[src/rtl/rom_arb_pkg.sv]
// Shared constants and helpers for the ROM read-port arbiter.
package rom_arb_pkg;

  localparam int ROM_LAT      = 1;
  localparam int DEF_DW       = 8;
  localparam int DEF_AW       = 14;
  localparam int DEF_NREQ     = 2;

  // Width of a port index, never narrower than one bit.
  function automatic int tag_width(input int n);
    int w;
    w = 1;
    while ((1 << w) < n) w = w + 1;
    return w;
  endfunction

endpackage

[src/rtl/rom_arb_pick.sv]
// Combinational rotate-mask priority picker: lowest requester at or above
// start wins, falling back to the lowest requester overall.
module rom_arb_pick #(
  parameter int N  = 2,
  parameter int IW = 1
) (
  input  logic [N-1:0]  req,
  input  logic [IW-1:0] start,
  output logic [N-1:0]  win,
  output logic [IW-1:0] idx
);

  logic [N-1:0] mask;
  logic [N-1:0] masked;
  logic [N-1:0] pick_src;

  assign mask     = ~((N'(1) << start) - N'(1));
  assign masked   = req & mask;
  assign pick_src = (masked != '0) ? masked : req;
  // Isolate the lowest set bit.
  assign win      = pick_src & (~pick_src + N'(1));

  always_comb begin
    idx = '0;
    for (int i = 0; i < N; i++) begin
      if (win[i]) idx = IW'(i);
    end
  end

endmodule

[src/rtl/rom_arbiter.sv]
// Arbitrates NREQ read requesters onto one 1-cycle-latency synchronous ROM.
// Define ROM_ARB_RR_EN for round-robin arbitration; fixed priority otherwise.
module rom_arbiter
  import rom_arb_pkg::*;
#(
  parameter int DW   = DEF_DW,
  parameter int AW   = DEF_AW,
  parameter int NREQ = DEF_NREQ
) (
  input  logic             clock,
  input  logic             reset_n,
  input  logic [NREQ-1:0]    req,
  input  logic [NREQ*AW-1:0] addr,
  output logic [NREQ-1:0]    gnt,
  output logic [NREQ-1:0]    rvalid,
  output logic [NREQ*DW-1:0] rdata,
  output logic             rom_ce,
  output logic [AW-1:0]    rom_a,
  input  logic [DW-1:0]    rom_d
);

  localparam int TW = tag_width(NREQ);

  logic [TW-1:0]      start;
  logic [TW-1:0]      win_idx;
  logic [NREQ-1:0]    win_oh;
  logic [TW-1:0]      tag_q;
  logic               pend_q;
  logic [NREQ*DW-1:0] rdata_q;

  rom_arb_pick #(
    .N  (NREQ),
    .IW (TW)
  ) u_pick (
    .req   (req),
    .start (start),
    .win   (win_oh),
    .idx   (win_idx)
  );

`ifdef ROM_ARB_RR_EN
  logic [TW-1:0] last_q;

  assign start = (last_q == TW'(NREQ - 1)) ? '0 : last_q + TW'(1);

  always_ff @(posedge clock or negedge reset_n) begin
    if (!reset_n) begin
      last_q <= TW'(NREQ - 1);
    end else if (rom_ce) begin
      last_q <= win_idx;
    end
  end
`else
  assign start = '0;
`endif

  // Request-side outputs are held at zero while reset is asserted.
  assign rom_ce = reset_n & (|req);
  assign gnt    = reset_n ? win_oh : '0;

  always_comb begin
    rom_a = '0;
    for (int i = 0; i < NREQ; i++) begin
      if (gnt[i]) rom_a = addr[i*AW +: AW];
    end
  end

  always_comb begin
    rvalid = '0;
    for (int i = 0; i < NREQ; i++) begin
      rvalid[i] = pend_q && (tag_q == TW'(i));
    end
  end

  // The returning port sees rom_d directly so data and rvalid coincide.
  always_comb begin
    rdata = rdata_q;
    for (int i = 0; i < NREQ; i++) begin
      if (rvalid[i]) rdata[i*DW +: DW] = rom_d;
    end
  end

  // NOTE: the rdata holding registers are reset too, so every port reads 0 until its first return.
  always_ff @(posedge clock or negedge reset_n) begin
    if (!reset_n) begin
      pend_q  <= 1'b0;
      tag_q   <= '0;
      rdata_q <= '0;
    end else begin
      pend_q <= rom_ce;
      tag_q  <= win_idx;
      for (int i = 0; i < NREQ; i++) begin
        if (rvalid[i]) rdata_q[i*DW +: DW] <= rom_d;
      end
    end
  end

endmodule

[config.mk]
export PLATFORM = sky130hd
export DESIGN_NAME = rom_arbiter
export DESIGN_NICKNAME = d
export VERILOG_FILES = /design/src/rtl/rom_arb_pkg.sv /design/src/rtl/rom_arb_pick.sv /design/src/rtl/rom_arbiter.sv
export SDC_FILE = /design/constraint.sdc
export NUM_CORES = 1
export LEC_CHECK = 0
export BUFFER_PORTS_ARGS = -buffer_cell sky130_fd_sc_hd__buf_2
export CORE_AREA = 8 8 57 59
export DETAILED_ROUTE_END_ITERATION = 10
export DIE_AREA = 0 0 65 67
export GPL_ROUTABILITY_DRIVEN = 1
export GPL_TIMING_DRIVEN = 1
export PLACE_DENSITY = 0.81
export SKIP_CTS_REPAIR_TIMING = 1
export SLEW_MARGIN = 20
export SYNTH_ARGS = -nofsm -noshare
export SYNTH_HDL_FRONTEND = slang
export SYNTH_HIERARCHICAL = 1
export SYNTH_SLANG_ARGS = --single-unit
[constraint.sdc]
create_clock -name clock -period 2.5 [get_ports clock]
set_clock_uncertainty 0.2 [all_clocks]
set_input_delay 0.375 -clock clock [delete_from_list [all_inputs] [get_ports clock]]
set_output_delay 0.375 -clock clock [all_outputs]
set_load 0.02 [all_outputs]
# Word-level counts from Yosys, hierarchy flattened
# Index checks and enable logic that the tools add are counted.
# word_totals
ff_bits	18
latch_bits	0
ram_bits	0
mem_bits_ro	0
input_bits	40
out_inout_bits	35
memories	0
# op_classes
addsub	1
mul	0
n_div	0
order_cmp	0
n_eq_ne	0
shift	0
n_mux	6
n_bitwise	4
reduce_logical	3
# ops
operator	count
2-to-1 mux 14 bit	2
2-to-1 mux 8 bit	2
adder 2 x 1 -> 2 bit, second input constant	1
AND 2 bit	1
logical AND 1 bit	2
2-to-1 mux 2 bit	1
inverter 2 bit	1
OR reduction 2 bit	1
AND 1 bit	1
2-to-1 mux 1 bit	1
inverter 1 bit	1

# Logic depth before layout (Yosys ltp)
# depth
depth_word	6
depth_mapped	7
ltp_nobuf	4

# Hierarchy
# The synthesis kept the hierarchy.
# by_module_without_submodules
mod	instances	cells_per_inst	area_each_um2	seq_area_each_um2
rom_arbiter	1	62	897.1	450.4
rom_arb_pick	1	4	26.3	0.0

# Worst setup path before layout
# No wires, ideal clock.
# synth_timing
path_kind	input-to-output
from	input req[0]
to	output rom_a[10]
t_arrival_ns	1.314
path_slack_ns	0.611
cell_stages	3
n_path_buf	1
path_cell_list	a21boi_0 > buf_2 > a32o_1
# synth_between
elab_chain_len	6
# synth_rtl
item	line_no	source
start: declaration	rom_arbiter.sv:12	input logic [NREQ-1:0] req,
inverter 2 bit	rom_arb_pick.sv:21	assign win = pick_src & (~pick_src + N'(1));
adder 2 x 1 -> 2 bit	rom_arb_pick.sv:21	
AND 2 bit (*)	rom_arb_pick.sv:21	
2-to-1 mux 2 bit (*)	rom_arbiter.sv:59	assign gnt = reset_n ? win_oh : '0;
2-to-1 mux 14 bit	rom_arbiter.sv:64	if (gnt[i]) rom_a = addr[i*AW +: AW];
2-to-1 mux 14 bit (*)	rom_arbiter.sv:64	
end: declaration	rom_arbiter.sv:18	output logic [AW-1:0] rom_a,
# Every way passes the cells marked *; elsewhere a longest branch is shown, timed or not.

# Worst setup path after layout
# layout_timing
from	input reset_n
to	output rom_a[5]
# layout_between
elab_chain_len	3
# layout_rtl
item	line_no	source
start: declaration	rom_arbiter.sv:11	input logic reset_n,
2-to-1 mux 2 bit (*)	rom_arbiter.sv:59	
2-to-1 mux 14 bit	rom_arbiter.sv:64	
2-to-1 mux 14 bit (*)	rom_arbiter.sv:64	
# Marked as above.

==> out/metrics.yaml <==
yosys:
  synth_top_area_frac: 0.488
  ys_top_cells_by_count: "dfrtp_1, a32o_1, mux2_2, mux2_4, inv_1"
  yosysSeqAreaShare: 0.488
  synth_async_sr_flop_share: 1.00
  yosys_register_bits: 18
  syn_area_per_cell_um2: 14.0
  synth_warnings: 6
  synth_cell_types: 18
  synth_edf_count: 0
  synthCells: 66
  yosys.area.top_type: "dfrtp_1"
  synth-main-ff-cell: "dfrtp_1"
  syn-cell-area_um2: 923
  synth.area.top_cells: "dfrtp_1, a32o_1, mux2_2"
  synth_most_common_cell: "dfrtp_1"
setup_path:
  critPathMaxFanout: 14
  rr_startpoint: "tag_q"
  crit_type: "input pin to primary output"
  worstPathRequired_ns: 1.92
  cp.arrival_ns: 1.76
  path_buf_inv: 3
  critPathTopFamily: "buffers and inverters"
  slowest_stage: "dlygate4sd3_1"
  cp-start-kind: "input pin"
  r2r-end: "rdata_q[3]"
  r2r_setup_slack_ns: 0.97
  crit_chain: "dlygate4sd3_1, buf_2, nor2b_4, a32o_1, buf_2"
  worstSetupEndpointType: "primary output"
  ff2ff_path_depth: 2
  cp_slowest_stage_delay_ns: 0.52
  path_common_cell: "buf_2"
timing:
  worstMarginPinSlew_ns: 0.527
  period_needed_ns: 2.34
  whs_ns: 0.144
  fmax_mhz: 428
  max_slew_margin: 0.649
  finalSetupViolations: 0
  min_period_over_period: 0.935
  hold_violations: 0
  drv_slew: 0
  setup_tns_ns: 0
  rsz0062_at_grt: "false"
  setup_ws_ns: 0.163
global_route:
  grt_max_degree: 19
  grt_remaining_overflow: 0
  grt_pass1_vias: 1026
  antenna_found_initial: 0
  grt_pass1_wl_mm: 4.78
  grt_usage: 0.138
die:
  design.core.area_mm2: 0.00236
  dieWidth_um: 65
  rows: 18
  die_y_um: 67
  die_area_mm2: 0.00436
  ios: 75
  start_util: 0.390
clocking:
  clk_pin_slew_ns: 0.10
  clkLatencyLatePin_ns: 0.28
  cts_buffers: 3
  cts_tree: "yes"
  htree_levels: 1
  cts_root_buf: "clkbuf_4"
  clockBufferDepth: 2
  clkSinkCount: 18
power_and_ir_drop:
  leakage_uw: 0.000730
  power.density_mw_per_mm2: 628
  power_uw: 846
  peakVddDrop_uv: 364
placed_design:
  place_ws_ns: 0.475
  port-buffer-count: 74
  dp_hpwl_mm: 2.51
  place_congestion: 0.826
cells_and_area:
  nFillCells: 203
  fin_nets: 184
  syn_to_final_growth_pct: 45.8
  diodes: 0
  drive_gt1_frac: 0.706
worst_hold_path:
  hold_path.class: "input pin to register"
  min_from: "rom_d[4]"
  min_path_cells: 2
  min_to: "rdata_q[12]"
drt:
  postRouteAntennaNets: 0
  drtIter0Drc: 32
  wl_mm: 2.92
  num_vias: 880
  viasPerCell: 5.09
  drc: 0
  drtPass1Iterations: 4
  wire_per_inst_um: 16.9
outcome:
  status: "completed"
flow_run:
  max-cap-violations: 0
worst max path at each step:
stage                        from        end  slack [ns]  cells past startpoint
after floorplan            req[0]  rom_a[10]        0.61                      3
after global placement     req[1]   rom_a[5]        0.54                      5
after detailed placement   req[1]   rom_a[5]        0.48                      5
after CTS                   tag_q   rdata[3]        0.23                      3
after global routing      reset_n   rom_a[5]        0.09                      5
final                     reset_n   rom_a[5]        0.16                      5
report_power, final:
part / switching, uW / internal, uW / leakage [uW]
Clock: 83.9 / 88.6 / 0.0000210
Combinational: 183 / 135 / 0.000498
Sequential: 13.5 / 342 / 0.000211
Total: 280 / 566 / 0.000730
registers in the layout (all words and copies together) (netlist names):
name	flops
rdata_q	16
pend_q	1
tag_q	1
worst reg2reg max path, stage by stage, from the launching register on:
cell,delay (ns)
dfrtp_1,0.36
nand2b_1,0.44
mux2_2,0.41
stage by stage:
step                      instances  instance area [um2]   util
after floorplan                  67                  927      -
after detailed placement        168                 1300  0.550
after CTS                       172                 1340  0.565
final                           173                 1350  0.569
after global placement          168                 1300  0.550
after global routing            173                 1350  0.569
cells in the final DEF, fill, tap and decap left out, drive strengths merged:
cell type    count
buf             77
dfrtp           18
mux2            16
a32o            14
clkbuf           4
inv              3
conb             2
and2             2
a21boi           2
nand2            1
nand2b           1
nor2b            1
o21a             1
dlygate4sd3      1
layer usage:
layer | GRT usage | vias to the layer above | part of all wire | wire, um
met5 | 0 | - | 0 | 0
met3 | 0.0906 | 2 | 0.17 | 486
li1 | - | 404 | - | -
met1 | 0.130 | 406 | 0.38 | 1110
met2 | 0.242 | 68 | 0.45 | 1310
met4 | 0.0409 | 0 | 0.0041 | 12
cell families after synthesis:
| family | Yosys count | share of synthesized area |
|---|---|---|
| flops | 18 | 0.488 |
| compound gates | 17 | 0.176 |
| mux | 16 | 0.211 |
| buf+inv | 9 | 0.0745 |
| simple gates | 5 | 0.0461 |
| other cells | 1 | 0.00406 |
cell type report:
class,count,area [um2],area share
Sequential cell,18,450,0.335
Multi-Input combinational cell,40,408,0.303
Timing Repair Buffer,78,403,0.299
Tap cell,30,37.5,0.0279
Clock buffer,4,36.3,0.0270
Inverter,3,11.3,0.00836
No activity file was read; power rests on OpenSTA's default activity.
